**config.mk**
```make
export PLATFORM = sky130hd
export DESIGN_NAME = alu_dispatch
export DESIGN_NICKNAME = d
export VERILOG_FILES = /design/src/rtl/alu_dispatch_pkg.sv /design/src/rtl/alu_dispatch_decode.sv /design/src/rtl/alu_dispatch.sv
export SDC_FILE = /design/constraint.sdc
export NUM_CORES = 1
export LEC_CHECK = 0
export ABC_AREA = 1
export CORE_AREA = 3 3 202 204
export CTS_CLUSTER_SIZE = 40
export DETAILED_ROUTE_END_ITERATION = 16
export DIE_AREA = 0 0 205 207
export HOLD_SLACK_MARGIN = 0.03
export PLACE_DENSITY_LB_ADDON = 0.08
export SYNTH_ARGS = -nofsm -noshare
export SYNTH_HDL_FRONTEND = slang
export SYNTH_HIERARCHICAL = 1
export SYNTH_SLANG_ARGS = --single-unit
```
**constraint.sdc**
```tcl
create_clock -name clk -period 2.7 [get_ports clk]
set_input_delay 0.675 -clock clk [delete_from_list [all_inputs] [get_ports clk]]
set_output_delay 0.675 -clock clk [all_outputs]
set_load 0.02 [all_outputs]
```
**src/rtl/alu_dispatch_pkg.sv**
```systemverilog
// Shared constants and types for the ALU issue stage: opcodes, ALU command
// classes, FSM state encoding and flag bit positions.
package alu_dispatch_pkg;

  localparam logic [6:0] OPC_OP     = 7'b0110011;
  localparam logic [6:0] OPC_OPIMM  = 7'b0010011;
  localparam logic [6:0] OPC_LUI    = 7'b0110111;
  localparam logic [6:0] OPC_AUIPC  = 7'b0010111;
  localparam logic [6:0] OPC_BRANCH = 7'b1100011;
  localparam logic [6:0] OPC_LOAD   = 7'b0000011;
  localparam logic [6:0] OPC_STORE  = 7'b0100011;

  localparam logic [3:0] CMD_OP      = 4'd0;
  localparam logic [3:0] CMD_OPIMM   = 4'd1;
  localparam logic [3:0] CMD_LUI     = 4'd2;
  localparam logic [3:0] CMD_AUIPC   = 4'd3;
  localparam logic [3:0] CMD_BRANCH  = 4'd4;
  localparam logic [3:0] CMD_MEM     = 4'd5;
  localparam logic [3:0] CMD_ILLEGAL = 4'd15;

  localparam int FLAG_ZERO     = 0;
  localparam int FLAG_NEGATIVE = 1;
  localparam int FLAG_CARRY    = 2;
  localparam int FLAG_OVERFLOW = 3;

  typedef enum logic [1:0] {
    ST_IDLE = 2'd0,
    ST_EXEC = 2'd1,
    ST_DONE = 2'd2
  } state_e;

endpackage

```
**src/rtl/alu_dispatch_decode.sv**
```systemverilog
// Combinational RV64I decode: instruction word plus register values and PC
// become ALU operands, command class, funct fields, rd and an illegal flag.
module alu_dispatch_decode
  import alu_dispatch_pkg::*;
#(
  parameter int WORDSIZE = 64
) (
  input  logic [31:0]         instr_i,
  input  logic [WORDSIZE-1:0] rs1_i,
  input  logic [WORDSIZE-1:0] rs2_i,
  input  logic [WORDSIZE-1:0] pc_i,
  output logic [WORDSIZE-1:0] a_o,
  output logic [WORDSIZE-1:0] b_o,
  output logic [3:0]          cmd_o,
  output logic [2:0]          funct3_o,
  output logic [6:0]          funct7_o,
  output logic [4:0]          rd_o,
  output logic                illegal_o
);

  logic [6:0]          opcode;
  logic [2:0]          f3;
  logic [WORDSIZE-1:0] imm_i;
  logic [WORDSIZE-1:0] imm_s;
  logic [WORDSIZE-1:0] imm_u;
  logic [WORDSIZE-1:0] shamt;

  assign opcode = instr_i[6:0];
  assign f3     = instr_i[14:12];
  assign imm_i  = {{(WORDSIZE-12){instr_i[31]}}, instr_i[31:20]};
  assign imm_s  = {{(WORDSIZE-12){instr_i[31]}}, instr_i[31:25], instr_i[11:7]};
  assign imm_u  = {{(WORDSIZE-32){instr_i[31]}}, instr_i[31:12], 12'b0};
  assign shamt  = {{(WORDSIZE-6){1'b0}}, instr_i[25:20]};

  always_comb begin
    a_o       = '0;
    b_o       = '0;
    cmd_o     = CMD_ILLEGAL;
    funct3_o  = 3'b000;
    funct7_o  = 7'b0000000;
    rd_o      = instr_i[11:7];
    illegal_o = 1'b0;
    unique case (opcode)
      OPC_OP: begin
        cmd_o    = CMD_OP;
        a_o      = rs1_i;
        b_o      = rs2_i;
        funct3_o = f3;
        funct7_o = instr_i[31:25];
      end
      OPC_OPIMM: begin
        cmd_o    = CMD_OPIMM;
        a_o      = rs1_i;
        funct3_o = f3;
        // 6-bit shamt; bit 25 belongs to shamt, not to funct7
        if (f3 == 3'b001 || f3 == 3'b101) begin
          b_o      = shamt;
          funct7_o = {instr_i[31:26], 1'b0};
        end else begin
          b_o = imm_i;
        end
      end
      OPC_LUI: begin
        cmd_o = CMD_LUI;
        b_o   = imm_u;
      end
      OPC_AUIPC: begin
        cmd_o = CMD_AUIPC;
        a_o   = pc_i;
        b_o   = imm_u;
      end
      OPC_BRANCH: begin
        cmd_o    = CMD_BRANCH;
        a_o      = rs1_i;
        b_o      = rs2_i;
        funct7_o = 7'b0100000;
        rd_o     = 5'd0;
      end
      OPC_LOAD: begin
        cmd_o = CMD_MEM;
        a_o   = rs1_i;
        b_o   = imm_i;
      end
      OPC_STORE: begin
        cmd_o = CMD_MEM;
        a_o   = rs1_i;
        b_o   = imm_s;
        rd_o  = 5'd0;
      end
      default: begin
        illegal_o = 1'b1;
        rd_o      = 5'd0;
      end
    endcase
  end

endmodule

```
**src/rtl/alu_dispatch.sv**
```systemverilog
// Operand-side issue stage of the 64-bit ALU: IDLE -> EXEC -> DONE, one
// instruction in flight, operands held for one execute cycle.
module alu_dispatch
  import alu_dispatch_pkg::*;
#(
  parameter int WORDSIZE = 64
) (
  input  logic                clk,
  input  logic                reset,
  input  logic                in_valid,
  output logic                in_ready,
  input  logic [31:0]         in_instr,
  input  logic [WORDSIZE-1:0] in_rs1,
  input  logic [WORDSIZE-1:0] in_rs2,
  input  logic [WORDSIZE-1:0] in_pc,
  output logic [WORDSIZE-1:0] alu_input_a,
  output logic [WORDSIZE-1:0] alu_input_b,
  output logic [3:0]          alu_cmd,
  output logic [2:0]          alu_funct3,
  output logic [6:0]          alu_funct7,
  input  logic [WORDSIZE-1:0] alu_result,
  input  logic [3:0]          alu_flags,
  output logic                out_valid,
  input  logic                out_ready,
  output logic [WORDSIZE-1:0] out_result,
  output logic [3:0]          out_flags,
  output logic [4:0]          out_rd,
  output logic                out_illegal,
  output state_e              dbg_state
);

  // Handshakes: a transfer happens on a rising edge where valid & ready are
  // both high; valid never waits on ready, and payload is stable while valid.

  state_e              state_q, state_d;
  logic [WORDSIZE-1:0] a_q, b_q, result_q;
  logic [3:0]          cmd_q, flags_q;
  logic [2:0]          f3_q;
  logic [6:0]          f7_q;
  logic [4:0]          rd_q;
  logic                illegal_q;

  logic [WORDSIZE-1:0] dec_a, dec_b;
  logic [3:0]          dec_cmd;
  logic [2:0]          dec_f3;
  logic [6:0]          dec_f7;
  logic [4:0]          dec_rd;
  logic                dec_illegal;
  logic                accept;

  alu_dispatch_decode #(.WORDSIZE(WORDSIZE)) u_decode (
    .instr_i   (in_instr),
    .rs1_i     (in_rs1),
    .rs2_i     (in_rs2),
    .pc_i      (in_pc),
    .a_o       (dec_a),
    .b_o       (dec_b),
    .cmd_o     (dec_cmd),
    .funct3_o  (dec_f3),
    .funct7_o  (dec_f7),
    .rd_o      (dec_rd),
    .illegal_o (dec_illegal)
  );

  assign in_ready = (state_q == ST_IDLE) | ((state_q == ST_DONE) & out_ready);
  assign accept   = in_valid & in_ready;

  always_comb begin
    state_d = state_q;
    unique case (state_q)
      ST_IDLE: if (accept) state_d = ST_EXEC;
      ST_EXEC: state_d = ST_DONE;
      ST_DONE: if (out_ready) state_d = accept ? ST_EXEC : ST_IDLE;
      default: state_d = ST_IDLE;
    endcase
  end

  always_ff @(posedge clk) begin
    if (reset) begin
      state_q   <= ST_IDLE;
      a_q       <= '0;
      b_q       <= '0;
      cmd_q     <= '0;
      f3_q      <= '0;
      f7_q      <= '0;
      rd_q      <= '0;
      illegal_q <= 1'b0;
      result_q  <= '0;
      flags_q   <= '0;
    end else begin
      state_q <= state_d;
      if (accept) begin
        a_q       <= dec_a;
        b_q       <= dec_b;
        cmd_q     <= dec_cmd;
        f3_q      <= dec_f3;
        f7_q      <= dec_f7;
        rd_q      <= dec_rd;
        illegal_q <= dec_illegal;
      end
      // the ALU output is only meaningful for legal instructions
      if (state_q == ST_EXEC) begin
        result_q <= illegal_q ? '0 : alu_result;
        flags_q  <= illegal_q ? '0 : alu_flags;
      end
    end
  end

  assign alu_input_a = a_q;
  assign alu_input_b = b_q;
  assign alu_cmd     = cmd_q;
  assign alu_funct3  = f3_q;
  assign alu_funct7  = f7_q;
  assign out_valid   = (state_q == ST_DONE);
  assign out_result  = result_q;
  assign out_flags   = flags_q;
  assign out_rd      = rd_q;
  assign out_illegal = illegal_q;
  assign dbg_state   = state_q;

endmodule

```
== After elaboration in Yosys (flattened, before gate mapping) ==
Cells that the tools add are included.

* Equal/unequal tests: 13
* Mux-type cells: 15
* Bitwise logic cells: 3
* Reductions and logical operators: 10

{| class="wikitable"
|+ Operators by type and width
! kind !! number
|-
| $pmux 64 s5 || 1
|-
| $mux 64 || 2
|-
| $pmux 64 s2 || 1
|-
| $pmux 4 s6 || 1
|-
| $eq 7x6->1 const B || 3
|-
| $pmux 7 s3 || 1
|-
| $eq 7x5->1 const B || 2
|-
| $reduce_or 5->1 || 2
|-
| $reduce_or 2->1 || 4
|-
| $eq 7x2->1 const B || 1
|-
| $eq 7x7->1 const B || 1
|-
| $mux 7 || 1
|-
| $reduce_or 7->1 || 1
|-
| $pmux 2 s3 || 1
|-
| $mux 5 || 1
|-
| $mux 2 || 2
|-
| $mux 4 || 1
|-
| $eq 3x1->1 const B || 1
|-
| $eq 3x3->1 const B || 1
|-
| $mux 3 || 1
|-
| $and 1x1->1 || 2
|-
| $eq 2x1->1 const B || 1
|-
| $eq 2x2->1 const B || 1
|-
| $logic_not 2->1 || 1
|-
| other kinds (6) || 7
|}

* Word-level logic and storage cells: 51
* Output and inout bits: 220
* Register bits: 218

== Logic depth before layout (Yosys ltp) ==
* Depth in word-level cells: 7
* Mapped depth: 13

== Modules after synthesis ==
Netlist, hierarchy kept.

{| class="wikitable"
|+ By module, submodules not included
! module !! instances !! area each (um2) !! cells each
|-
| alu_dispatch || 1 || 10177.3 || 1581
|-
| alu_dispatch_decode || 1 || 1975.6 || 472
|}

== Worst setup path before layout ==
OpenSTA, ideal clock, no wires.

* Path kind: input-to-reg
* Start point: input port in_instr[13]
* End point: register b_q[22], in the netlist alu_input_b[22]
* Required time: 2.636 ns
* Stages on the path: 11
* Library setup time: 0.064 ns
* Arrival time: 1.777 ns
* Path slack: 0.859 ns
* Path through: inv_1 -> a21oi_1 -> nand2_1 -> nand2_2 -> nand2_1 -> buf_6 -> nand2_1 -> inv_1 -> nand4_1 -> nand2_1 -> nor2_1

* Cells in the longest elaborated chain, start to end: 4

{| class="wikitable"
|+ RTL lines
! item !! line !! text
|-
| start: declaration || alu_dispatch.sv:12 || <nowiki>input logic [31:0] in_instr,</nowiki>
|-
| $eq 3x1->1 / $eq 3x3->1 (equally long branches) || alu_dispatch_decode.sv:56 || <nowiki>if (f3 == 3'b001 || f3 == 3'b101) begin</nowiki>
|-
| $logic_or 1x1->1 (*) || alu_dispatch_decode.sv:56 ||
|-
| $mux 64 (*) || alu_dispatch_decode.sv:56 ||
|-
| $pmux 64 s5 (*) || alu_dispatch_decode.sv:43 || <nowiki>unique case (opcode)</nowiki>
|-
| via dec_b[22] || alu_dispatch.sv:43 || <nowiki>logic [WORDSIZE-1:0] dec_a, dec_b;</nowiki>
|-
| end signal: assignment || alu_dispatch.sv:82 || <nowiki>b_q <= '0;</nowiki>
|-
| end signal: assignment || alu_dispatch.sv:94 || <nowiki>b_q <= dec_b;</nowiki>
|-
| end: declaration || alu_dispatch.sv:36 || <nowiki>logic [WORDSIZE-1:0] a_q, b_q, result_q;</nowiki>
|}

The timed path passes the listed nets; every way through them passes the cells marked *.
A chain may end at the register's enable or synchronous reset.

== Worst setup path after layout ==
* Start point: register state_q[1], in the netlist dbg_state[1]
* End point: output port out_valid

* Cells in the longest elaborated chain, start to end: 1

{| class="wikitable"
|+ RTL lines
! item !! line !! text
|-
| start: declaration || alu_dispatch.sv:35 || <nowiki>state_e state_q, state_d;</nowiki>
|-
| start signal: assignment || alu_dispatch.sv:91 || <nowiki>state_q <= state_d;</nowiki>
|-
| $eq 2x2->1 || alu_dispatch.sv:114 || <nowiki>assign out_valid = (state_q == ST_DONE);</nowiki>
|-
| end: declaration || alu_dispatch.sv:23 || <nowiki>output logic out_valid,</nowiki>
|}

Every way passes these cells.

==> flow_metrics.py <==
metrics = {
    "run_status": {
        "outcome": "finished clean",
    },
    "die": {
        "fp.coreArea_um2": 39460,
        "start_util_pct": 30.80,
        "die_x_um": 205,
        "row_count": 73,
        "dieArea_um2": 42440,
        "count_of_boundary_i_o_pins": 516,
        "die_height_um": 207,
    },
    "min_path": {
        "hold_path_end": "alu_input_a[51]",
        "worst_hold_startpoint": "reset",
        "min_path_cells": 4,
        "timing.hold.worst.class": "in -> reg",
    },
    "power": {
        "total_leakage_power_nw": 8.892,
        "power.share.combinational_pct": 23.1,
        "ir_worst_vdd_uv": 448.4,
        "pwr-share-seq_pct": 37.4,
        "internal-power_mw": 6.702,
        "pwr_density_cell_nw_per_um2": 506.5,
        "total_switching_power_mw": 2.764,
        "swShare_pct": 29.20,
        "clockPowerShare_pct": 39.5,
    },
    "logic_synthesis": {
        "synthArstFlopShare_pct": 0,
        "synth-compound-area-share_pct": 5.220,
        "gate_count_after_technology_mapping": 2053,
        "synth.area.top_cells": "sky130_fd_sc_hd__dfxtp_1, sky130_fd_sc_hd__nand2_1, sky130_fd_sc_hd__inv_1",
        "yosys_register_bits": 218,
        "synth.top_cell.area_share_pct": 35.91,
        "post_synth_fa_ha_maj_area_fraction_pct": 0,
        "syn-num-nets": 2349,
        "post_synthesis_sequential_area_ratio_pct": 35.91,
        "syn-cell-area_um2": 12150,
        "netlist.top_cell.by_area": "sky130_fd_sc_hd__dfxtp_1",
        "yosys.area_share.simple_pct": 37.77,
        "xor_xnor_share_of_the_synthesized_area_pct": 0,
        "avgSynthCellArea_um2": 5.920,
        "synth-main-ff-cell": "sky130_fd_sc_hd__dfxtp_1",
        "ys_warn_count": 6,
        "synth_cell_types": 23,
        "synth_top_family_by_area": "simple AND/OR/NAND/NOR gates",
        "post_synth_edffs": 0,
        "muxShareOfSynthArea_pct": 0,
    },
    "detailed_routing": {
        "final_routed_wirelength_across_all_metal_layers_um": 49600,
        "drtPass1Iterations": 5,
        "route.antenna.remaining_nets": 0,
        "drt-vias-per-instance": 4.507,
        "post_drt_wl_per_cell_um": 16.31,
        "num_vias": 13710,
        "drc": 0,
        "detail_route.iter0.violations": 853,
    },
    "clock_tree": {
        "cts_made_buffers": 29,
        "clkLatencyLatePin_ns": 0.56,
        "clock_tree.htree_level_count": 1,
        "ctsLongestPathBuffers": 3,
        "root_buffer": "sky130_fd_sc_hd__clkbuf_16",
        "clock_sink_count": 218,
        "clock_transition_at_the_register_clock_pins_on_the_worst_setup_and_hold_paths_after_cts_ns": 0.06,
        "tritoncts": "done",
        "cts_post_setup_buffers_inserted": 0,
    },
    "global_routing": {
        "grt_antenna_before_repair": 3,
        "number_of_global_route_vias_before_repair": 12880,
        "global_route.overflow_total": 0,
        "wire_length_of_the_first_global_routing_pass_um": 75220,
        "grt_max_degree": 81,
        "track_usage_pct": 22.18,
    },
    "setup_path": {
        "worstPathCellList": "inv_1 > nor2_1 > clkdlybuf4s50_1",
        "rr_startpoint": "dbg_state[0]",
        "required_ns": 2.03,
        "sort_of_element_at_the_end_of_the_critical_path": "primary output",
        "criticalPathCategory": "reg -> out",
        "worst-r2r-cell-count": 5,
        "critical-path-slowest-cell": "sky130_fd_sc_hd__clkdlybuf4s50_1",
        "crit_start": "dbg_state[1]",
        "internal_reg_to_reg_setup_slack_ns": 0.75,
        "critPathLaunchType": "flop",
        "critical_path.reg2reg.endpoint": "alu_funct7[1]",
        "worstPathMaxFanout": 5,
        "cp_slowest_stage_delay_ns": 0.65,
        "cp_data_arrival_time_ns": 1.87,
    },
    "finish": {
        "layout.nets": 2792,
        "leading_cell_type_in_the_layout_fill_and_taps_excluded": "sky130_fd_sc_hd__nand2_1",
        "mostFrequentLayoutCells": "sky130_fd_sc_hd__nand2_1, sky130_fd_sc_hd__clkdlybuf4s50_1, sky130_fd_sc_hd__inv_1",
        "post_route_cells_drive_above_1_share_pct": 3.975,
        "antenna_cells": 0,
        "postLayoutCoreUtil_pct": 47.37,
        "nFillCells": 4123,
        "areaGrowthSynthToFinish_pct": 53.79,
    },
    "placement": {
        "place.port_buffers": 515,
        "gp_congestion": 0.8485,
        "dp_hpwl_um": 34800,
    },
    "timing": {
        "max_freq_ghz": 0.3928,
        "finalHoldViolCount": 0,
        "max-slew-margin-rel_pct": 47.84,
        "timing.final.setup_violations": 0,
        "worst_clock_skew_ns": 0.008888,
        "final.min_clock_period_ns": 2.546,
        "period_share_pct": 94.29,
        "slew_viols_final": 0,
        "total_negative_setup_slacks_ns": 0,
        "rsz0062_at_grt": "false",
        "worstMarginPinSlew_ns": 0.7824,
    },
    "flow_run": {
        "maxCapViolations": 0,
    },
}
==> cell type report <==
| cell class | instances | area (µm²) | area share, % |
|---|---|---|---|
| clock buffers | 46 | 889.6 | 4.760 |
| clock inverters | 5 | 32.53 | 0.1741 |
| flip-flops and latches | 218 | 4365 | 23.36 |
| multi-input cells | 1210 | 5268 | 28.18 |
| well taps | 525 | 656.9 | 3.515 |
| inverters | 485 | 1826 | 9.767 |
| repair buffers | 552 | 5653 | 30.25 |
==> metal layers <==
| layer | share of wire [%] | global-route usage [%] | up-vias |
|---|---|---|---|
| met5 | 0.091 | 0 | - |
| met4 | 2.9 | 5.986 | 6 |
| met3 | 8.3 | 6.444 | 80 |
| met2 | 48 | 37.42 | 425 |
| li1 | - | - | 6977 |
| met1 | 41 | 27.57 | 6218 |
==> logic make-up after synthesis <==
logic type             after synthesis
AOI/OAI and AO/OA                  126
DFF                                218
and+or+nand+nor                   1084
buffers and inverters              625
==> metrics by stage <==
| stage | power, mW | hold WS (ns) | instances | setup slack, ns | area [µm²] |
|---|---|---|---|---|---|
| CTS | 9.610 | 0.4049 | 3041 | 0.03228 | 18690 |
| detailed placement | 5.810 | 0.4549 | 2990 | 0.03865 | 17760 |
| floorplan | 4.659 | 0.5404 | 2053 | 0.8594 | 12150 |
| finish | 9.466 | 0.4331 | 3041 | 0.1543 | 18690 |
| global route | 9.950 | 0.4271 | 3041 | 0.08046 | 18690 |
| global placement | 5.798 | 0.4518 | 2990 | 0.05117 | 17760 |
==> synthesized netlist by cell type, types with 2 or more instances <==
| cell type | count |
|---|---|
| sky130_fd_sc_hd__inv_2 | 5 |
| sky130_fd_sc_hd__buf_1 | 4 |
| sky130_fd_sc_hd__nand3_1 | 91 |
| sky130_fd_sc_hd__buf_2 | 78 |
| sky130_fd_sc_hd__inv_1 | 477 |
| sky130_fd_sc_hd__a21oi_1 | 122 |
| sky130_fd_sc_hd__clkbuf_1 | 31 |
| sky130_fd_sc_hd__nor2_1 | 183 |
| sky130_fd_sc_hd__buf_6 | 5 |
| sky130_fd_sc_hd__dfxtp_1 | 218 |
| sky130_fd_sc_hd__nor3_1 | 6 |
| sky130_fd_sc_hd__nand2_2 | 3 |
| sky130_fd_sc_hd__nand2_1 | 649 |
| sky130_fd_sc_hd__nand4_1 | 148 |
| sky130_fd_sc_hd__buf_4 | 22 |
| sky130_fd_sc_hd__clkinv_1 | 3 |
| sky130_fd_sc_hd__o21ai_0 | 2 |
==> worst max path at each step <==
stage,endpoint,slack (ns),depth (start not counted)
3_3_place_gp,alu_input_a[55],0.05,12
3_5_place_dp,in_ready,0.04,4
2_1_floorplan,alu_input_b[22],0.86,11
5_1_grt,out_valid,0.08,3
6_report,out_valid,0.15,3
4_1_cts,in_ready,0.03,4
==> registers in the layout, indices dropped and copies added (netlist names) <==
name	count
out_result	64
alu_cmd	4
alu_input_a	64
alu_funct3	3
dbg_state	2
out_flags	4
out_illegal	1
out_rd	5
alu_input_b	64
alu_funct7	7
==> what timing repair did <==
item | in CTS | in global routing
hold buffers | 0 | 0
gates resized for setup | 1 | 1
setup endpoints to repair | 1 | 1
==> critical path, delay by kind of cell, from the launching register on <==
family	cells	cell delay, ns
DFF	1	0.44
and+or+nand+nor	1	0.14
buffers and inverters	2	0.73
==> power by group through the flow <==
stage | Clock (mW) | Combinational (mW) | Sequential, mW
6_report | 3.74 | 2.18 | 3.54
3_3_place_gp | 0 | 2.19 | 3.61
3_5_place_dp | 0 | 2.20 | 3.61
4_1_cts | 3.85 | 2.21 | 3.55
2_1_floorplan | 0 | 0.813 | 3.85
5_1_grt | 3.99 | 2.40 | 3.57
(Power assumes the default switching activity.)
